### src/rtl/id_ex_stage.sv
// ID/EX pipeline register with load-use hazard detection, bubble insertion and EX flush.
// Optional hazard statistics counters are built when HAZARD_STATS_EN is defined.
module id_ex_stage #(
  parameter int XLEN = 32
) (
  input  logic            clk,
  input  logic            rst_n,
  input  logic            id_valid,
  input  logic [2:0]      id_ex,
  input  logic [1:0]      id_jump_t,
  input  logic            id_slt,
  input  logic            id_lui,
  input  logic            id_reg_we,
  input  logic            id_mem_we,
  input  logic            id_mem_rd,
  input  logic            id_use_rs2,
  input  logic [4:0]      id_rs1,
  input  logic [4:0]      id_rs2,
  input  logic [4:0]      id_rd,
  input  logic [XLEN-1:0] id_pc,
  input  logic [XLEN-1:0] id_rd1,
  input  logic [XLEN-1:0] id_rd2,
  input  logic [XLEN-1:0] id_imm,
  input  logic            flush_i,
  input  logic            hold_i,
  output logic            ex_valid,
  output logic [2:0]      ex_ex,
  output logic [1:0]      ex_jump_t,
  output logic            ex_slt,
  output logic            ex_lui,
  output logic            ex_reg_we,
  output logic            ex_mem_we,
  output logic            ex_mem_rd,
  output logic [4:0]      ex_rs1,
  output logic [4:0]      ex_rs2,
  output logic [4:0]      ex_rd,
  output logic [XLEN-1:0] ex_pc,
  output logic [XLEN-1:0] ex_rd1,
  output logic [XLEN-1:0] ex_rd2,
  output logic [XLEN-1:0] ex_imm,
`ifdef HAZARD_STATS_EN
  output logic [15:0]     stall_cnt,
  output logic [15:0]     flush_cnt,
`endif
  output logic            stall_o
);

  typedef struct packed {
    logic            valid;
    logic [2:0]      ex;
    logic [1:0]      jump_t;
    logic            slt;
    logic            lui;
    logic            reg_we;
    logic            mem_we;
    logic            mem_rd;
    logic [4:0]      rs1;
    logic [4:0]      rs2;
    logic [4:0]      rd;
    logic [XLEN-1:0] pc;
    logic [XLEN-1:0] rd1;
    logic [XLEN-1:0] rd2;
    logic [XLEN-1:0] imm;
  } stage_t;

  stage_t id_s, ex_d, ex_q;
  logic   load_use;

  assign id_s = '{valid: id_valid, ex: id_ex, jump_t: id_jump_t, slt: id_slt, lui: id_lui,
                  reg_we: id_reg_we, mem_we: id_mem_we, mem_rd: id_mem_rd,
                  rs1: id_rs1, rs2: id_rs2, rd: id_rd,
                  pc: id_pc, rd1: id_rd1, rd2: id_rd2, imm: id_imm};

  // A bubble has valid=0 and mem_rd=0, so it can never raise a follow-on hazard.
  assign load_use = ex_q.valid & ex_q.mem_rd & (ex_q.rd != 5'd0) & id_valid &
                    ((ex_q.rd == id_rs1) | (id_use_rs2 & (ex_q.rd == id_rs2)));
  assign stall_o  = load_use & ~flush_i;

  always_comb begin
    ex_d = id_s;
    if (flush_i)       ex_d = '0;
    else if (hold_i)   ex_d = ex_q;
    else if (load_use) ex_d = '0;
  end

  always_ff @(posedge clk or negedge rst_n) begin
    if (!rst_n) ex_q <= '0;
    else        ex_q <= ex_d;
  end

  assign ex_valid  = ex_q.valid;
  assign ex_ex     = ex_q.ex;
  assign ex_jump_t = ex_q.jump_t;
  assign ex_slt    = ex_q.slt;
  assign ex_lui    = ex_q.lui;
  assign ex_reg_we = ex_q.reg_we;
  assign ex_mem_we = ex_q.mem_we;
  assign ex_mem_rd = ex_q.mem_rd;
  assign ex_rs1    = ex_q.rs1;
  assign ex_rs2    = ex_q.rs2;
  assign ex_rd     = ex_q.rd;
  assign ex_pc     = ex_q.pc;
  assign ex_rd1    = ex_q.rd1;
  assign ex_rd2    = ex_q.rd2;
  assign ex_imm    = ex_q.imm;

`ifdef HAZARD_STATS_EN
  logic [15:0] stall_cnt_q, flush_cnt_q;

  // Stalls that coincide with a hold are not counted; the pipe was frozen anyway.
  always_ff @(posedge clk or negedge rst_n) begin
    if (!rst_n) begin
      stall_cnt_q <= '0;
      flush_cnt_q <= '0;
    end else begin
      if (stall_o && !hold_i && (stall_cnt_q != 16'hFFFF)) stall_cnt_q <= stall_cnt_q + 16'd1;
      if (flush_i && (flush_cnt_q != 16'hFFFF))            flush_cnt_q <= flush_cnt_q + 16'd1;
    end
  end

  assign stall_cnt = stall_cnt_q;
  assign flush_cnt = flush_cnt_q;
`endif

endmodule

### config.mk
export PLATFORM = sky130hd
export DESIGN_NAME = id_ex_stage
export DESIGN_NICKNAME = d
export VERILOG_FILES = /design/src/rtl/id_ex_stage.sv
export SDC_FILE = /design/constraint.sdc
export NUM_CORES = 1
export LEC_CHECK = 0
export CORE_MARGIN = 3
export CORE_UTILIZATION = 49
export CTS_CLUSTER_DIAMETER = 50
export DETAILED_ROUTE_END_ITERATION = 16
export PLACE_DENSITY = 0.87
export SLEW_MARGIN = 0
export SYNTH_ARGS = -nofsm -noshare
export SYNTH_HDL_FRONTEND = slang
export SYNTH_SLANG_ARGS = --single-unit
### constraint.sdc
create_clock -name clk -period 4.1 [get_ports clk]
set_clock_uncertainty 0.15 [all_clocks]
set_input_delay 0.41 -clock clk [delete_from_list [all_inputs] [get_ports clk]]
set_output_delay 0.41 -clock clk [all_outputs]
set_load 0.01 [all_outputs]
* After elaboration in Yosys (flattened, before gate mapping)
Index checks and enable logic that the tools add are counted.
** Cells by class
- Add/subtract/negate cells :: 0
- Divide/modulo/power cells :: 0
- Eq/ne operators :: 3
- Multiply operators :: 0
- Order comparisons :: 0
- Shifts and indexed selects :: 0
- Muxes and demuxes :: 3
- Bitwise operators :: 8
- Reductions and logical operators :: 1
** Operators with widths (count)
- two-way mux 154 bit :: 3
- equality test 5 bit :: 2
- bitwise AND 1 bit :: 6
- nonzero test 5 bit :: 1
- != test 2 bit, second input constant :: 1
- inverter 1 bit :: 1
- bitwise OR 1 bit :: 1
** Storage, ports and cells
- Input port bits :: 159
- Memories :: 0
- Flip-flop bits (word level) :: 154
- ROM bits :: 0
- Memory bits (writable) :: 0
- Bits in latches :: 0

* Depth between registers and ports, before layout
Gate-level depths: netlist of the first run.
- Depth in word-level cells :: 7
- Mapped depth :: 7
- Mapped depth without buffers :: 4

* Worst setup path after synthesis of the first run
No wires, ideal clock.
- Path type :: register to output
- From :: reg ex_q, in the netlist ex_rd[4]
- To :: out stall_o
- Setup slack :: 1989 ps
- Buffers on the path :: 2
- Required time :: 3540 ps
- Arrival :: 1551 ps
- Stages on the path, launching flop included :: 7
- Cells stage by stage :: dfrtp_1 xnor2_1 nand3_1 o22a_1 buf_4 clkbuf_1 nor3_1
** On the way
- Cells in the longest elaborated chain, start to end :: 5
- Elaborated cells on any way between the ends :: 9
** Ends and longest elaborated chain
- from (decl) :: RTL line 66 : stage_t id_s, ex_d, ex_q;
- from (signal assigned) :: RTL line 87 : if (!rst_n) ex_q <= '0;
- from (signal assigned) :: RTL line 88 : else ex_q <= ex_d;
- equality test 5 bit or nonzero test 5 bit (tied branches) :: RTL line 76, 75
- bitwise AND 1 bit (on tied branches) :: RTL line 76, 75
- bitwise OR 1 bit or bitwise AND 1 bit (tied branches) :: RTL line 76, 75
- bitwise AND 1 bit * :: RTL line 75 : assign load_use = ex_q.valid & ex_q.mem_rd & (ex_q.rd != 5'd0) & id_valid &
- bitwise AND 1 bit * :: RTL line 77 : assign stall_o = load_use & ~flush_i;
- to (decl) :: RTL line 45 : output logic stall_o
Mark *: on every way between the ends. The rest lies on a longest branch, timed or not.

* Final worst setup path of the first run
- From :: reg ex_q, in the netlist ex_rd[1]
- To :: out stall_o
Same word-level chain as after synthesis.

==> metrics.md, run 1 <==
| Metric | Value |
|---|---|
| Run status | `finished clean` |
| Initial Util | `~50%` |
| Top cell type's share of synthesized area | `a little under half` |
| Drt drc | `0` |
| Finish-stage setup viols | `0` |
| Leak Pwr | `around 0.0056 uW` |
| Area Growth Syn to Fin | `43.60%` |
| Design Area, Final | `approximately 0.012 sq mm` |
| Area of the multi-input gates | `0.004058 sq mm` |
| Comb pwr share | `approximately a quarter` |
| Crit path capture type | `output port` |
| Internal | `3426 uW` |
| Crit-path cells | `xnor2_1 > nand4_1 > o22a_4 > nor3_1 > clkdlybuf4s50_1` |
| Drt total wl | `between 20 and 25 mm` |
| Synth top area cells | `dfrtp_1, nor3b_1, a22o_2` |
| FF-to-FF End | `ex_rd1[1]` |
| Final period demand of the worst path | `roughly 3.1 ns` |
| Crit-path max FO | `63` |
| Total power | `4615 uW` |
| Most frequent cells in the layout | `clkdlybuf4s50_1, nor3b_1, dfrtp_1` |
| Flop pwr share | `38.3%` |
| Total congestion overflow | `0` |
| Crit path largest cell delay | `about 0.57 ns` |
| Cell Area, Synth | `roughly 0.0085 sq mm` |
| Seq cells post-synth | `154` |
| Net Sw Frac | `~26%` |
| Total track usage | `between 20% and 30%` |
| Switch Pwr | `between 1000 and 1500 uW` |
| Category of the worst setup path launch point | `register` |
| Syn_area_per_cell | `11.61 sq um` |
| Worst Hold Class | `register to register` |
| WP buf/inv | `1` |
| Max H-tree Level | `4` |
| Worst-skew pair later-pin latency | `0.42 ns` |
| Yosys Warn Count | `0` |
| PwrDens | `between 300 and 400 mW/mm^2` |
| Cells after synthesis | `roughly 730` |
| Resized Gates After CTS | `0` |
| DR WL/cell | `20.28 um` |
| IO Pins | `between 300 and 400` |
| Post-CTS Setup Inserts | `0` |
| Clock tree root buffer cell | `clkbuf_16` |
| Die height | `approximately 140 um` |
| Vias per inst | `~5.8` |
| Distinct cells, synth | `27` |
| Synth area leader | `dfrtp_1` |
| Maximum VDD drop | `between 0.2 and 0.3 mV` |
| Register area share after synthesis | `a little under half` |
| Fin util | `around 73%` |
| Core Region | `approximately 0.017 sq mm` |
| Placed cell areas | `~0.011 sq mm` |
| Slowest stage cell, crit path | `clkdlybuf4s50_1` |
| Clk sinks | `roughly 150` |
| Max-slew headroom | `about a third` |
| DRT antenna net count | `0` |
| CTS max path bufs | `2` |
| Max Fclk | `around 320 MHz` |
| CP delay by family, top | `buffers and inverters` |
| Die Wd | `approximately 140 um` |
| First-pass GRT wire length | `~38 mm` |
| Vias in the first global route | `7300` |
| Largest net degree at the start of global routing | `about 160` |
| Fin. max-slew vios | `0` |
| Most common cell after layout, fill and taps aside | `clkdlybuf4s50_1` |
| Full die area | `about 0.019 sq mm` |
| Global placer's final weighted congestion | `around 0.77` |
| Register area | `a little under 0.004 sq mm` |
| Worst hold start | `ex_rd2[12]` |
| Fillers | `around 1200` |
| DP HPWL | `~16 mm` |
| Final setup TNS | `0 ns` |
| Final net count | `between 1000 and 1500` |
| CP Data Arrival Time | `~2.6 ns` |
| Total of max-cap violations | `0` |
| Crit Path Class | `register to output port` |
| Final Cycle Share | `76.82%` |
| Least-Margin Pin Slew | `approximately 0.99 ns` |
| Post-Syn Nets | `~900` |
| RSZ-0062 raised after global routing | `false` |
| WHS Endpoint | `ex_rd2[12]` |
| Initial drt markers | `between 400 and 500` |
| Initial antenna violation count | `1` |
| R2r worst-path depth | `5` |
| TritonRoute pass-1 iters | `5` |
| Worst EP required | `approximately 3.5 ns` |
| Power share of the clock group | `around 38%` |
| Hold depth | `2` |
| CTS tree | `yes` |
| R2R setup slack | `~1.3 ns` |
| Site row count | `47` |
| Vias | `approximately 7100` |
| Worst R2R Start | `ex_rd[4]` |
| Buffers on Ports | `between 300 and 400` |
| Final Hold Vio Count | `0` |
| CTS Buf Count | `17` |
| Fraction of layout cells with a size suffix above 1 | `between 20% and 30%` |
| Clock slew at reported path FFs | `0.06 ns` |
==> area by class of cell <==
cell class / count / share of cell area (%)
antenna: 1 / 0.02059
tap: 220 / 2.265
clock inverter: 13 / 1.761
clock buffer: 19 / 3.645
inverter: 6 / 0.1853
timing repair buffer: 325 / 27.03
multi-input combinational: 483 / 33.39
sequential: 154 / 31.71
==> how the worst max path moves through the flow <==
stage                     slack [ns]          to  cells after the start      start
after global placement          0.94  ex_imm[26]                      6  id_rs2[2]
after detailed placement        0.95  ex_rd2[11]                      6  id_rs2[2]
after global routing            0.74     stall_o                      5   ex_rd[1]
after CTS                       0.94     stall_o                      5   ex_rd[4]
final                           0.95     stall_o                      5   ex_rd[1]
after floorplan                 1.99     stall_o                      6   ex_rd[4]
==> per-stage QoR <==
stage                     hold WS (ns)  cells  setup WS (ns)
after floorplan               -0.03559    729          1.989
final                           0.4276   1221         0.9504
after global placement          0.4064   1187         0.9435
after global routing            0.4405   1221         0.7437
after CTS                       0.4293   1220         0.9388
after detailed placement        0.4108   1187         0.9549
==> what timing repair did <==
| action | 4_1_cts | 5_1_grt |
|---|---|---|
| hold buffers | 1 | 0 |
| hold endpoints to repair | 1 | 0 |
| setup endpoints to repair | 0 | 0 |
==> per-layer routing <==
layer  wire length, um  global-route usage (%)
met5                 0                       0
met4               718                   9.701
met3              1793                   6.793
met2             12270                   42.16
met1              9976                   31.37
==> cell families after synthesis <==
logic type,synth area share [%]
compound gates,32.45
xor+xnor,1.035
buf+inv,6.801
flops,45.54
simple gates,14.18
==> power groups by stage <==
stage / clock network, uW / logic, uW / registers (uW)
finish: 1750 / 1090 / 1770
global route: 1850 / 1170 / 1780
CTS: 1780 / 1100 / 1770
detailed placement: 0 / 1090 / 1790
global placement: 0 / 1080 / 1790
floorplan: 0 / 440 / 1860
==> synth_stat cells, drive strengths merged <==
cell type and instances:
buf 31, a22o 149, inv 6, or4 1, nand4 1, o22a 1, nor3 1, nand2 2
a21o 149, clkbuf 46, nor2b 1, dfrtp 154, nor3b 154, o21ai 6, and3 1, nand3 1
dlygate4sd1 9, a32oi 5, o22ai 1, xnor2 10
==> sequential cells by signal, indices dropped and copies added (netlist names) <==
name,cells
ex_rd1,32
ex_lui,1
ex_imm,32
ex_rs1,5
ex_mem_we,1
ex_rd2,32
ex_pc,32
ex_mem_rd,1
ex_rs2,5
ex_jump_t,2
ex_slt,1
ex_reg_we,1
ex_rd,5
ex_valid,1
ex_ex,3
==> tightest hold or removal path, stage by stage (launching register included) <==
cell,delay [ns]
dfrtp_1,0.34
a22o_2,0.14
a21o_2,0.07
No activity file was read; power rests on OpenSTA's default activity.
==> run 2, diff against run 1 <==
--- a/config.mk
+++ b/config.mk
@@ -6,10 +6,10 @@
 export NUM_CORES = 1
 export LEC_CHECK = 0
 export CORE_MARGIN = 3
-export CORE_UTILIZATION = 49
+export CORE_UTILIZATION = 41
 export CTS_CLUSTER_DIAMETER = 50
 export DETAILED_ROUTE_END_ITERATION = 16
-export PLACE_DENSITY = 0.87
+export PLACE_DENSITY = 0.78
 export SLEW_MARGIN = 0
 export SYNTH_ARGS = -nofsm -noshare
 export SYNTH_HDL_FRONTEND = slang
==> constraint.sdc (replaced) <==
create_clock -name clk -period 2.89 [get_ports clk]
set_clock_uncertainty 0.15 [all_clocks]
set_input_delay 0.289 -clock clk [delete_from_list [all_inputs] [get_ports clk]]
set_output_delay 0.289 -clock clk [all_outputs]
set_load 0.01 [all_outputs]
==> run 2 against run 1 <==
Worst setup slack got worse by 0.82 ns. Register-to-register slack got worse by 0.75 ns. Die area increased by 19%. Hold slack got worse by 0.23 ns. Combinational power increased by 43%. Sequential cell count unchanged. Sequential share of layout area decreased by 0.15 points.
==> metrics.md, run 2 (same netlist as run 1, synthesis figures left out) <==
| Metric | Value |
|---|---|
| Run status | `finished clean` |
| Crit path largest cell delay | `0.59 ns (+0.02 ns)` |
| Net Sw Frac | `25.93% (+0.16 points)` |
| DRT antenna net count | `0 (unchanged)` |
| Core Region | `0.01985 sq mm (+18%)` |
| CTS max path bufs | `2 (unchanged)` |
| CP delay by family, top | `simple AND/OR/NAND/NOR gates` |
| Fin Hold WS | `0.1954 ns (-0.2322 ns)` |
| Diode count | `0 (-1)` |
| Die Wd | `149.7 um (+8.9%)` |
| Initial Util | `42.65% (-7.9 points)` |
| Max H-tree Level | `4 (unchanged)` |
| Flop pwr share | `38.9% (+0.6 points)` |
| Die height | `149.7 um (+8.9%)` |
| Finish-stage setup viols | `0 (unchanged)` |
| Total congestion overflow | `0 (unchanged)` |
| Worst-skew pair later-pin latency | `0.42 ns (about the same)` |
| CP Data Arrival Time | `2.32 ns (-0.27 ns)` |
| CTS tree | `yes` |
| Comb pwr share | `24.2% (+0.5 points)` |
| Buffers on Ports | `313 (unchanged)` |
| Least-Margin Pin Slew | `0.8188 ns (-0.1698 ns)` |
| Area Growth Syn to Fin | `44.29%` |
| Worst EP required | `2.45 ns (-1.09 ns)` |
| Global placer's final weighted congestion | `0.7624 (-1.3%)` |
| PwrDens | `527.2 mW/mm^2 (+39%)` |
| Final net count | `1147 (+0.087%)` |
| Most frequent cells in the layout | `clkdlybuf4s50_1, nor3b_1, dfrtp_1` |
| Category of the worst setup path launch point | `register` |
| Slowest stage cell, crit path | `or4_1` |
| Leak Pwr | `0.005590 uW (about the same)` |
| Initial drt markers | `372 (-17%)` |
| DR WL/cell | `19.90 um (-1.9%)` |
| Final period demand of the worst path | `2.757 ns` |
| Max Fclk | `362.8 MHz` |
| Setup WS post-layout | `0.1334 ns (-0.8170 ns)` |
| Crit-path max FO | `5 (-92%)` |
| Resized Gates After CTS | `0 (unchanged)` |
| Max-slew headroom | `45.42% (+11 points)` |
| Crit-path cells | `or4_1 > o21ai_4 > nor3_1 > clkdlybuf4s50_1` |
| Post-CTS Setup Inserts | `0 (unchanged)` |
| Final Hold Vio Count | `0 (unchanged)` |
| CTS Hold Bufs | `1 (unchanged)` |
| Final setup TNS | `0 ns (unchanged)` |
| Crit path capture type | `output port` |
| Clock tree root buffer cell | `clkbuf_16` |
| Final Cycle Share | `95.39%` |
| TritonRoute pass-1 iters | `4 (-1)` |
| Fillers | `1646 (+37%)` |
| Vias in the first global route | `7142 (-2.2%)` |
| Maximum VDD drop | `0.3837 mV (+29%)` |
| IO Pins | `314 (unchanged)` |
| Power share of the clock group | `36.9% (-1.1 points)` |
| CTS Buf Count | `17 (unchanged)` |
| Clk sinks | `154 (unchanged)` |
| DP HPWL | `15.38 mm (-1.4%)` |
| Fraction of layout cells with a size suffix above 1 | `23.00% (-0.20 points)` |
| Largest net degree at the start of global routing | `150 (-3.2%)` |
| Drt drc | `0 (unchanged)` |
| Worst Hold Class | `primary input to async pin` |
| Most common cell after layout, fill and taps aside | `clkdlybuf4s50_1` |
| Fin. max-slew vios | `0 (unchanged)` |
| Total track usage | `21.81% (-3.5 points)` |
| Vias per inst | `5.524 (-5.2%)` |
| Clock slew at reported path FFs | `0.07 ns (about the same)` |
| Total of max-cap violations | `0 (unchanged)` |
| Initial antenna violation count | `0 (-1)` |
| Site row count | `51 (+8.5%)` |
| First-pass GRT wire length | `39.32 mm (+3.0%)` |
| RSZ-0062 raised after global routing | `false` |
| Full die area | `0.02240 sq mm (+19%)` |
| Crit Path Class | `register to output port` |
| Vias | `6988 (-1.8%)` |
| Switch Pwr | `1669 uW (+40%)` |
| Drt total wl | `25.17 mm (+1.7%)` |
| Internal | `4769 uW (+39%)` |
| WP buf/inv | `1 (unchanged)` |
| Dpl ws | `0.3213 ns (-0.6337 ns)` |
==> run 2: through the flow <==
step | area (sq um) | utilization, % | power (uW) | cells
finish | 12210 | 61.53 | 6438 | 1265
global route | 12210 | 61.53 | 6724 | 1265
CTS | 12210 | 61.53 | 6518 | 1265
detailed placement | 11580 | 58.38 | 4102 | 1233
global placement | 11580 | 58.38 | 4088 | 1233
floorplan | 8463 | - | 3259 | 729
==> run 2: final cells by class <==
cell class / count / area [sq um] / share of cell area [%]
Clock buffer: 21 / 450.4 / 3.689
Clock inverter: 10 / 166.4 / 1.363
Inverter: 6 / 22.52 / 0.1844
Multi-Input combinational cell: 483 / 4058 / 33.23
Sequential cell: 154 / 3854 / 31.56
Tap cell: 265 / 331.6 / 2.715
Timing Repair Buffer: 326 / 3329 / 27.26
==> run 2: power by group through the flow <==
stage          registers (uW)  logic, uW  clock network, uW
2_1_floorplan            2630        625                  0
6_report                 2500       1560               2370
4_1_cts                  2500       1570               2440
3_3_place_gp             2530       1560                  0
5_1_grt                  2530       1670               2530
3_5_place_dp             2540       1560                  0
==> run 2: per-layer routing <==
| metal | track usage, % | share of wire [%] | wire (um) |
|---|---|---|---|
| met1 | 27.84 | 42 | 10600 |
| met2 | 34.71 | 47 | 11830 |
| met3 | 7.632 | 8.2 | 2066 |
| met4 | 7.365 | 2.6 | 663 |
| met5 | 0 | 0 | 0 |
==> run 2: worst paths after layout <==
path / start / end / slack [ns] / cells past startpoint
worst max-delay path: ex_rd[1] / stall_o / 0.13 / 4
worst min-delay path: rst_n / ex_imm[1] / 0.20 / 2
worst max register to register: ex_rd[1] / ex_rd1[4] / 0.57 / 5
worst min register to register: ex_rs2[1] / ex_rs2[1] / 0.43 / 2
max in group asynchronous: rst_n / ex_rd2[18] / 1.56 / 3
min in group clk: id_rd[1] / ex_rd[1] / 0.39 / 4
==> edit 1: new RTL, settings of run 2 <==
Add a define of `HAZARD_STATS_EN`.
--- a/src/rtl/id_ex_stage.sv
+++ b/src/rtl/id_ex_stage.sv
@@ -1,4 +1,6 @@
 // ID/EX pipeline register with load-use hazard detection, bubble insertion and EX flush.
 // Optional hazard statistics counters are built when HAZARD_STATS_EN is defined.
+`define HAZARD_STATS_EN
+
 module id_ex_stage #(
   parameter int XLEN = 32
Function (old outputs only; new: flush_cnt and stall_cnt): kept (equiv_simple and equiv_induct, registers matched by name and starting in step).
==> edit 1 against run 2 <==
  * Fmax rose by 3.6%
  * Power fell by 0.41%
  * Final cell count fell by 14%
  * Setup slack improved by 0.095 ns
  * Global-route usage rose by 1.3 points
  * Final area fell by 6.2%
  * Routed wire length fell by 12%
  * Via count fell by 18%
  * Synthesized area fell by 17%
  * Count of clock-buffer cells in the layout fell by 4
  * Sequential share of layout area rose by 9.1 points
  * Critical path depth rose by 3
  * Combinational power fell by 31%
  * Sequential cell count rose by 32
==> edit 1: results (changes against run 2) <==
run_status:
  status: "completed"
global_routing:
  first_global_vias: 5955  # -17%
  antenna_found_initial: 1  # +1
  grt_first_pass_wirelength_um: 33440  # -15%
  gr-usage-all-layers: 0.2311  # +0.01297
  grt_start_max_net_pins: 74  # -51%
yosys:
  async_flop_share: 1.000  # unchanged
  synth-seq-area-share: 0.6663  # +0.2110
  synth_mux_area_frac: 0.003224  # +0.003224
  cell_types_with_the_largest_area_share_after_synthesis: "dfrtp_1 (67%), a22o_1 (19%), xnor2_1 (3.0%)"
  yosys_warning_count: 0  # unchanged
  synth-compound-area-share: 0.1986  # -0.1259
  synth_xor_area_frac: 0.04764  # +0.03730
  count_of_distinct_cell_types_in_the_synthesized_netlist: 29  # +7.4%
  synth_top_cells_by_count: "dfrtp_1 (186), a22o_1 (153), xnor2_1 (24)"
  synth_adder_area_share: 0.003582  # +0.003582
  synthesis.nets: 657  # -26%
placed_design:
  io_buffers: 345  # +10%
  post-place-ws_ns: -0.05316  # -0.3744 ns
  gp_routability_congestion: 0.8349  # +9.5%
  place_hpwl_um: 16310  # +6.1%
sta:
  max_slew.worst_pin.slew_ns: 0.7905  # -0.02824 ns
  slew_viol_final: 0  # unchanged
finish:
  finish.net_count: 1009  # -12%
  n_fill_cell: 1199  # -27%
  layout-drive-gt1-share: 0.06969  # -0.1603
clock_network:
  clk_root_buffer_cell: "clkbuf_16"
  clk_pin_slew_ns: 0.07  # about the same
  clk-insertion-delay-late_ns: 0.42  # about the same
  cts_max_path_buffers: 2  # unchanged
  setup_bufs_post_cts: 0  # unchanged
  cts_htree_levels: 4  # unchanged
  cts_inserted_buffers: 17  # unchanged
drt:
  drt_pass1_iterations: 4  # unchanged
  drt-wirelength-per-cell_um: 20.49  # +3.0%
  via_per_inst: 5.317  # -3.8%
  drt_first_iter_violations: 298  # -20%
pwr:
  leakage_uw: 0.005029  # -10%
  irDropWorstVdd_uv: 374.0  # -2.5%
  switchingPower_uw: 1666  # -0.20%
worst_setup_path:
  reg2regPathDepth: 7  # +2
  crit_path_max_incr_delay_ns: 0.41  # -0.18 ns
  critical_path_arrival_ns: 2.22  # -0.10 ns
  timing.critical_path.max_delay_family: "simple AND/OR/NAND/NOR gates"
  critical_path_slowest_stage_cell: "dfrtp_1"
  worst-path-max-fanout: 2  # -3
floorplan:
  die_x_um: 136.5  # -8.8%
worst_hold_path:
  hold_path_class: "in -> async"
edit 1: changes by cell type after synthesis, moves of 11 or more:
cell and delta:
nor3b_1 -153, dfrtp_1 +32, clkbuf_1 -18, a21o_2 -94
xor2_1 +14, a22o_2 -90, nand2_1 +14, a22o_1 +94
xnor2_1 +14, nand3_1 +11, a21o_1 -55
edit 1: cells by family after synthesis:
kind of cell,after synthesis
AO/OA/AOI/OAI,161
AND/OR/NAND/NOR,72
flip-flops,186
adder cells (fa/ha/maj),2
multiplexers,2
XOR/XNOR,38
buffers and inverters,35
edit 1: metrics by stage:
| step | std cells | power (uW) | setup TNS [ns] | instance area [sq um] | hold WS (ns) |
|---|---|---|---|---|---|
| after floorplan | 496 | 3280 | 0 | 6985 | -0.1566 |
| after global placement | 1048 | 3987 | 0 | 10800 | 0.1923 |
| after detailed placement | 1048 | 4030 | -1.973 | 10800 | 0.2106 |
| after CTS | 1081 | 6475 | 0 | 11450 | 0.2985 |
| after global routing | 1082 | 6667 | 0 | 11450 | 0.3003 |
| final | 1083 | 6412 | 0 | 11450 | 0.2965 |
edit 1: area by class of cell:
type                       instances  area, sq um  share of cell area
clock inverter                    15        205.2             0.01792
antenna                            2        5.005           0.0004370
multi-input combinational        275         2173              0.1898
clock buffer                      17        425.4             0.03714
inverter                           1        3.754           0.0003277
sequential                       186         4654              0.4064
tap                              220        275.3             0.02403
timing repair buffer             367         3711              0.3240
edit 1: repair_timing:
action                                  in CTS  in global routing
hold buffers                                 1                  0
endpoints found under the hold margin       71                  0
resized for setup                            2                  0
endpoints found under the setup margin       1                  0
edit 1: power by group through the flow:
stage	registers (uW)	clock network [uW]	logic, uW
6_report	2910	2430	1080
5_1_grt	2930	2590	1150
4_1_cts	2900	2480	1090
3_5_place_dp	2950	0	1080
3_3_place_gp	2940	0	1050
2_1_floorplan	3010	0	268
edit 1: per-layer routing:
| layer | GRT usage | wire length [um] | vias to the layer above |
|---|---|---|---|
| met1 | 0.2877 | 8681 | 2910 |
| met3 | 0.06581 | 1681 | 32 |
| li1 | - | - | 2581 |
| met5 | 0 | 0 | - |
| met2 | 0.3831 | 11270 | 235 |
| met4 | 0.08847 | 551 | 0 |
edit 1: path summary, 6_finish.rpt:
path / startpoint / to / slack, ns
hold / removal: rst_n / ex_imm[23]$_DFFE_PN0P_ / 0.30
hold reg to reg: ex_rd2[21]$_DFFE_PN0P_ / ex_rd2[21]$_DFFE_PN0P_ / 0.35
max in group asynchronous: rst_n / stall_cnt[11]$_DFFE_PN0P_ / 1.58
setup / recovery: ex_rd[4]$_DFFE_PN0P_ / stall_o / 0.23
min in group clk: id_pc[9] / ex_pc[9]$_DFFE_PN0P_ / 0.32
setup reg to reg: ex_rd[0]$_DFFE_PN0P_ / ex_rd1[25]$_DFFE_PN0P_ / 0.27
==> edit 2: new RTL, config.mk and constraints of run 2 <==
Without the edit above. `XLEN`: 32 -> 28.
--- a/src/rtl/id_ex_stage.sv
+++ b/src/rtl/id_ex_stage.sv
@@ -2,5 +2,5 @@
 // Optional hazard statistics counters are built when HAZARD_STATS_EN is defined.
 module id_ex_stage #(
-  parameter int XLEN = 32
+  parameter int XLEN = 28
 ) (
   input  logic            clk,
Interface: changed (8 resized); port bits go from 314 to 282. The function was not compared with the original's and may differ.
==> edit 2 against run 2 <==
  * Synthesized area shrank 14%
  * First-iteration DRC count shrank 7.3%
  * Sequential cell count fell by 16
  * Largest power group is now the clock network
  * Sequential share of layout area up 0.41 points
  * Power fell by 7.8%
  * Routed wire length fell by 9.3%
  * Worst hold slack better by 0.023 ns
  * Count of clock-buffer cells in the layout is 1 higher
  * Setup slack gained 0.0091 ns
  * Critical endpoint unchanged
  * Fmax increased by 0.33%
  * Final area fell by 12%
==> edit 2: results (changes against run 2) <==
placed_design:
  place_hpwl_um: 14130  # -8.1%
  gp_routability_congestion: 0.7748  # +1.6%
  io_buffers: 281  # -10%
yosys:
  count_of_distinct_cell_types_in_the_synthesized_netlist: 23  # -15%
  cell_types_with_the_largest_area_share_after_synthesis: "dfrtp_1 (48%), a22o_1 (16%), nor3b_1 (14%)"
  synthesis.nets: 799  # -10%
  synth-seq-area-share: 0.4765  # +0.02117
  synth_top_cells_by_count: "dfrtp_1 (138), nor3b_1 (138), a21o_1 (133), a22o_1 (133), clkbuf_1 (50)"
  number_of_flops_mapped_to_enable_cells_by_yosys: 0  # unchanged
  synth_area_per_cell_sq_um: 11.05  # -4.8%
finish:
  layout-drive-gt1-share: 0.05525  # -0.1748
  finish.net_count: 1035  # -9.8%
global_routing:
  gr-usage-all-layers: 0.2264  # +0.008272
  grt.met2_usage: 0.3475  # +0.0004226
  grt_first_pass_wirelength_um: 36060  # -8.3%
  groute.layer.met1.usage: 0.2990  # +0.02059
drt:
  via_per_inst: 5.708  # +3.3%
  routed_wl_um: 22820  # -9.3%
  met1_length_um: 9830  # -7.3%
  routed-wl-met3_um: 2167  # +4.9%
  wl_met2_um: 10450  # -12%
worst_setup_path:
  critical_path_slowest_stage_cell: "clkdlybuf4s50_1"
  timing.critical_path.max_delay_family: "buffers and inverters"
  r2r-end: "ex_pc[25]$_DFFE_PN0P_"
  cp-startpoint: "ex_rd[0]$_DFFE_PN0P_"
  reg2regPathDepth: 5  # unchanged
run_status:
  status: "completed"
pwr:
  irDropWorstVdd_uv: 411.9  # +7.4%
edit 2: cell types whose count changed in the layout (fill, tap and decap cells not counted), moves of 16 or more:
| cell | before | now |
|---|---|---|
| a21o_1 | 55 | 133 |
| a21o_2 | 94 | 0 |
| a22o_1 | 59 | 133 |
| a22o_2 | 90 | 0 |
| clkdlybuf4s50_1 | 310 | 278 |
| dfrtp_1 | 154 | 138 |
| nor3b_1 | 154 | 138 |
edit 2: final cells by class:
type / instances / area [sq um]
Multi-Input combinational cell: 435 / 3447
Fill cell: 1387 / 6135
Tap cell: 220 / 275.3
Clock inverter: 10 / 137.6
Timing Repair Buffer: 294 / 2972
Inverter: 6 / 22.52
Sequential cell: 138 / 3453
Clock buffer: 22 / 494.2
edit 2: power breakdown:
group | switching [uW] | internal [uW]
Clock | 845 | 1470
Sequential | 122 | 2130
Combinational | 576 | 790
Total | 1540 | 4390
edit 2: what timing repair did:
item,CTS,global route
gates resized for setup,0,0
setup buffers,0,0
hold buffers,1,0
endpoints found under the hold margin,42,0
